$ cat config.mk
export PLATFORM = sky130hd
export DESIGN_NAME = hazard_ctrl
export DESIGN_NICKNAME = d
export VERILOG_FILES = /design/src/rtl/hazard_ctrl_pkg.sv /design/src/rtl/hazard_ctrl_fwd_mux.sv /design/src/rtl/hazard_ctrl.sv
export SDC_FILE = /design/constraint.sdc
export NUM_CORES = 1
export LEC_CHECK = 0
export BUFFER_PORTS_ARGS = -buffer_cell sky130_fd_sc_hd__buf_2
export CAP_MARGIN = 20
export CORE_MARGIN = 2
export CORE_UTILIZATION = 49
export CTS_BUF_LIST = sky130_fd_sc_hd__clkbuf_16
export DETAILED_ROUTE_END_ITERATION = 7
export PLACE_DENSITY = 0.73
export RECOVER_POWER = 50
export SLEW_MARGIN = 20
export SYNTH_ARGS = -nofsm -noshare
export SYNTH_HDL_FRONTEND = slang
export SYNTH_SLANG_ARGS = --single-unit
$ cat constraint.sdc
create_clock -name clk -period 4.18 [get_ports clk]
set_input_delay 1.254 -clock clk [delete_from_list [all_inputs] [get_ports clk]]
set_output_delay 1.254 -clock clk [all_outputs]
set_load 0.1 [all_outputs]
$ cat src/rtl/hazard_ctrl_pkg.sv
// rtl/hazard_ctrl_pkg.sv - shared pipeline encodings for decode/execute hazard handling
package hazard_ctrl_pkg;

   typedef enum logic [1:0] {
      ST_RUN   = 2'd0,
      ST_STALL = 2'd1,
      ST_FLUSH = 2'd2
   } hz_state_t;

   localparam logic [1:0] RESULTSRC_LOAD = 2'b01;

   localparam logic [1:0] FWD_RF  = 2'b00;
   localparam logic [1:0] FWD_WB  = 2'b01;
   localparam logic [1:0] FWD_MEM = 2'b10;

   typedef struct packed {
      logic       valid;
      logic [4:0] rd;
      logic       regwrite;
      logic       is_load;
   } stage_t;

   function automatic logic is_load_code(input logic [1:0] resultsrc);
      return resultsrc == RESULTSRC_LOAD;
   endfunction

endpackage

$ cat src/rtl/hazard_ctrl_fwd_mux.sv
// rtl/hazard_ctrl_fwd_mux.sv - per-operand forward select, MEM result preferred over WB
module hazard_fwd_mux
   import hazard_ctrl_pkg::*;
(
   input  logic [4:0] i_rs,
   input  logic       i_mem_wr,
   input  logic [4:0] i_mem_rd,
   input  logic       i_wb_wr,
   input  logic [4:0] i_wb_rd,
   output logic [1:0] o_sel
);

   logic w_mem_hit;
   logic w_wb_hit;

   // x0 is hardwired zero, so a writer to it never supplies a value
   assign w_mem_hit = i_mem_wr && (i_mem_rd != 5'd0) && (i_mem_rd == i_rs);
   assign w_wb_hit  = i_wb_wr  && (i_wb_rd  != 5'd0) && (i_wb_rd  == i_rs);

   always_comb begin
      o_sel = FWD_RF;
      if (w_mem_hit)
         o_sel = FWD_MEM;
      else if (w_wb_hit)
         o_sel = FWD_WB;
   end

endmodule

$ cat src/rtl/hazard_ctrl.sv
// rtl/hazard_ctrl.sv - load-use stall, branch flush and operand forwarding control
module hazard_ctrl
   import hazard_ctrl_pkg::*;
(
   input  logic        clk,
   input  logic        rst,
   input  logic        id_valid,
   input  logic [4:0]  id_rs1,
   input  logic [4:0]  id_rs2,
   input  logic [4:0]  id_rd,
   input  logic        id_regwrite,
   input  logic [1:0]  id_resultsrc,
   input  logic        ex_pcsrc,
   output logic        stall_f,
   output logic        stall_d,
   output logic        flush_d,
   output logic        flush_e,
   output logic [1:0]  fwd_a,
   output logic [1:0]  fwd_b,
   output logic [15:0] stall_cnt
);

   hz_state_t   r_state;
   stage_t      r_ex;
   stage_t      r_mem;
   stage_t      r_wb;
   logic [4:0]  r_ex_rs1;
   logic [4:0]  r_ex_rs2;
   logic [15:0] r_stall_cnt;

   logic        w_load_use;
   logic        w_stall;
   logic        w_flush;
   logic        w_ex_load;
   logic [15:0] w_cnt_next;
   logic [1:0]  w_fwd_a;
   logic [1:0]  w_fwd_b;
   logic        w_unused;

   assign w_load_use = r_ex.valid && r_ex.is_load && r_ex.regwrite && (r_ex.rd != 5'd0)
                       && id_valid && ((r_ex.rd == id_rs1) || (r_ex.rd == id_rs2));

   // A redirect discards the decode instruction, so it overrides any load-use stall
   assign w_flush    = !rst && ex_pcsrc;
   assign w_stall    = !rst && !ex_pcsrc && (r_state == ST_RUN) && w_load_use;
   assign w_ex_load  = id_valid && !w_stall && !w_flush;
   assign w_cnt_next = (w_stall && (r_stall_cnt != 16'hFFFF)) ? r_stall_cnt + 16'd1 : r_stall_cnt;
   assign w_unused   = r_wb.is_load;

   always_ff @(posedge clk or posedge rst) begin
      if (rst) begin
         r_ex        <= '0;
         r_mem       <= '0;
         r_wb        <= '0;
         r_ex_rs1    <= 5'd0;
         r_ex_rs2    <= 5'd0;
         r_stall_cnt <= 16'd0;
      end else begin
         r_wb        <= r_mem;
         r_mem       <= r_ex;
         r_stall_cnt <= w_cnt_next;
         if (w_ex_load) begin
            r_ex.valid    <= 1'b1;
            r_ex.rd       <= id_rd;
            r_ex.regwrite <= id_regwrite;
            r_ex.is_load  <= is_load_code(id_resultsrc);
            r_ex_rs1      <= id_rs1;
            r_ex_rs2      <= id_rs2;
         end else begin
            r_ex     <= '0;
            r_ex_rs1 <= 5'd0;
            r_ex_rs2 <= 5'd0;
         end
      end
   end

   always_ff @(posedge clk or posedge rst) begin
      if (rst) begin
         r_state <= ST_RUN;
      end else begin
         case (r_state)
            ST_RUN: begin
               if (ex_pcsrc)
                  r_state <= ST_FLUSH;
               else if (w_load_use)
                  r_state <= ST_STALL;
            end
            default: r_state <= ST_RUN;
         endcase
      end
   end

   hazard_fwd_mux u_fwd_a (
      .i_rs     (r_ex_rs1),
      .i_mem_wr (r_mem.valid && r_mem.regwrite),
      .i_mem_rd (r_mem.rd),
      .i_wb_wr  (r_wb.valid && r_wb.regwrite),
      .i_wb_rd  (r_wb.rd),
      .o_sel    (w_fwd_a)
   );

   hazard_fwd_mux u_fwd_b (
      .i_rs     (r_ex_rs2),
      .i_mem_wr (r_mem.valid && r_mem.regwrite),
      .i_mem_rd (r_mem.rd),
      .i_wb_wr  (r_wb.valid && r_wb.regwrite),
      .i_wb_rd  (r_wb.rd),
      .o_sel    (w_fwd_b)
   );

   assign stall_f   = w_stall;
   assign stall_d   = w_stall;
   assign flush_d   = w_flush;
   assign flush_e   = w_flush || w_stall;
   assign fwd_a     = rst ? FWD_RF : w_fwd_a;
   assign fwd_b     = rst ? FWD_RF : w_fwd_b;
   assign stall_cnt = r_stall_cnt;

endmodule

==> out/results.txt <==
status = finished clean
# resized after CTS = 0
Diodes inserted = 0
Non-Filler Instances = 296
starting density of the core = 0.516
drt drc = 0
placed cells = 288
Syn Nets = 215
initial antenna violation count = 0
die area = 0.00524 mm²
final hold violation count = 0
# nets final = 266
crit path time final = 3880 ps
Critical Path RT = 2930 ps
Syn Std Cell Area = 0.00229 mm²
synth top area cells = dfrtp_1 55%, xnor2_1 14%, and2_1 5.7%
first-pass iteration count of the detailed router = 4
post-cts hold buffer count = 0
io pins = 46
IO buf count = 45
crit path kind = primary input to output port
leakage = 1.33 nW
first-pass GRT wire length = 7700 µm
post-synthesis sequential area ratio = 0.546
Row Count = 24
fmax = 258 MHz
die extent in y = 72.4 µm
Maximum Capacitance Violations = 0
share of the synthesized area in the top cell type = 0.546
Gate Count Post-Synth = 192
iteration-0 DRC count of the detailed router = 66
GRT Residual Overflow = 0
Antenna Violating Nets Remaining = 0
element type at the critical path start = primary input
largest net degree at the start of global routing = 47
DP Wirelength = 3200 µm
yosys warns = 0
Setup Buffers After CTS = 0
Final Cycle Share = 0.928
worst min-delay path startpoint = r_mem[1]
Critical Path End Type = output port
Crit. Startpoint = rst
vias per inst = 5.35
reg2reg start = stall_cnt[0]
Hold Path Class = register to register
gp weighted congestion = 0.827
Final setup viols = 0
largest area contributor in the netlist = dfrtp_1
largest fanout on the critical path = 6
Fillers = 372
width of the chip = 72.4 µm
Clock Path Buffers = 2
clk slew on worst S/H paths = 60 ps
number of global-route vias before repair = 1601
Pwr per Cell Area = 350 mW/mm²
Yosys cell types = 33
GRT Overall Usage = 0.190
Peak VDD IR = 0.000218 V
TritonCTS clock tree = built
RSZ-0062 raised after global routing = false
CTS root buffer = clkbuf_16
max-slew violations = 0
drt total wl = 4330 µm
synthesis-stage register bit count = 50
max_slew headroom = 0.256
vias = 1585
WP data arrival = 2620 ps
share of post-route cells with drive strength above 1 = 0.270
worst skew pair latency = 280 ps
WL per Instance = 14.6 µm
Pwr Total = 0.986 mW
TritonCTS Buffers = 5
Area Growth Syn to Fin = 23.0%
H-Tree Depth = 2
Core ar. = 0.00444 mm²
Worst Tran Pin Value = 1120 ps
Synth Area per Inst = 11.9 µm²
Clock Skew = 3.81 ps
clk sink count = 50
-- worst max-delay path, cell delays in order --
cell	delay, ps
clkbuf_1	220
clkinvlp_4	140
o2111a_1	210
nand4_1	120
nor4_4	210
buf_2	460
-- final timing paths --
kind | end | slack [ps] | cells after the start
setup / recovery | fwd_a[0] | 300 | 6
hold / removal | r_wb[1] | 370 | 0
setup reg to reg | stall_cnt[1] | 1830 | 6
hold reg to reg | r_wb[1] | 370 | 0
max in group asynchronous | stall_cnt[1] | 1490 | 4
min in group asynchronous | r_wb[4] | 1260 | 3
-- power by group --
| group | switching, mW | internal [mW] | leakage [nW] | total, mW |
|---|---|---|---|---|
| clock | 0.156 | 0.216 | 0.0724 | 0.372 |
| combinational | 0.0560 | 0.0409 | 0.598 | 0.0968 |
| sequential | 0.0164 | 0.501 | 0.664 | 0.517 |
-- synth_stat cells, drive strengths merged --
library cell	count
nor2	5
xor2	8
nor3	1
nand3b	1
and4	4
o22ai	1
dfrtp	50
o2111a	1
mux2	1
nor4b	2
and2	21
o21ai	1
nand3	8
nand4	16
nand2	4
and3	8
and3b	1
xnor2	36
mux2i	1
a21oi	1
nor4	5
buf	5
o211ai	1
ha	1
a31oi	2
inv	4
or4	3
-- placed cells by master, fill, tap and decap left out --
| master | count |
|---|---|
| clkbuf_1 | 2 |
| o2111a_1 | 1 |
| buf_2 | 41 |
| xor2_1 | 8 |
| or4_1 | 2 |
| dfrtp_1 | 50 |
| mux2_2 | 1 |
| and3_1 | 8 |
| o21ai_0 | 1 |
| clkinv_2 | 1 |
| nor4b_1 | 2 |
| nand4_1 | 16 |
| nand3b_1 | 1 |
| and3b_1 | 1 |
| clkinv_1 | 1 |
| nor3_1 | 1 |
| clkinvlp_4 | 1 |
| clkbuf_16 | 5 |
| nand2_1 | 3 |
| and2_1 | 21 |
| nor4_1 | 3 |
| nor4_4 | 2 |
| buf_4 | 2 |
| and4_1 | 4 |
| xnor2_1 | 36 |
| a31oi_2 | 1 |
| a31oi_4 | 1 |
| nand2_2 | 1 |
| or4_4 | 1 |
| o211ai_1 | 1 |
| o22ai_4 | 1 |
| nor2_4 | 3 |
| mux2i_1 | 1 |
| nor2_1 | 2 |
| clkbuf_2 | 1 |
| a21oi_4 | 1 |
| ha_1 | 1 |
| inv_1 | 4 |
| nand3_1 | 8 |
| buf_12 | 3 |
-- logic make-up (layout without fill, tap and decap cells) --
family | Yosys count | in the layout | synth area share
buf+inv | 9 | 61 | 0.0224
mux | 2 | 2 | 0.00927
xor+xnor | 44 | 44 | 0.168
simple gates | 79 | 79 | 0.217
fa+ha+maj | 1 | 1 | 0.00545
compound gates | 7 | 7 | 0.0327
flops | 50 | 50 | 0.546
-- area by class of cell --
| class | count | area (µm²) | area share |
|---|---|---|---|
| clock buffer | 5 | 125 | 0.0444 |
| clock inverter | 3 | 12.5 | 0.00444 |
| inverter | 4 | 18.8 | 0.00665 |
| multi-input combinational | 133 | 1050 | 0.374 |
| sequential | 50 | 1250 | 0.444 |
| tap | 52 | 65.1 | 0.0231 |
| timing repair buffer | 49 | 293 | 0.104 |
-- routing by layer --
| metal | global-route usage | vias to the layer above | wire, µm |
|---|---|---|---|
| met4 | 0.0617 | 0 | 49 |
| li1 | - | 774 | - |
| met1 | 0.262 | 777 | 1890 |
| met2 | 0.310 | 27 | 2250 |
| met5 | 0 | - | 0 |
| met3 | 0.0292 | 7 | 130 |
-- state kept, by name (all words and copies together), names as in the netlist --
name       cells
stall_cnt     16
r_wb           7
r_ex_rs1       5
r_state        2
r_ex_rs2       5
r_mem          7
r_ex           8
-- stage by stage --
step                hold slack [ps]  worst slack [ps]  cell area, µm²  setup TNS [ps]   util
finish                          375               302            2820               0  0.635
global route                    380               193            2820               0  0.635
CTS                             376               396            2830               0  0.636
detailed placement              362               387            2690               0  0.605
global placement                364               401            2690               0  0.605
floorplan                       354              -404            2380            -752      -
(Power assumes the default switching activity.)
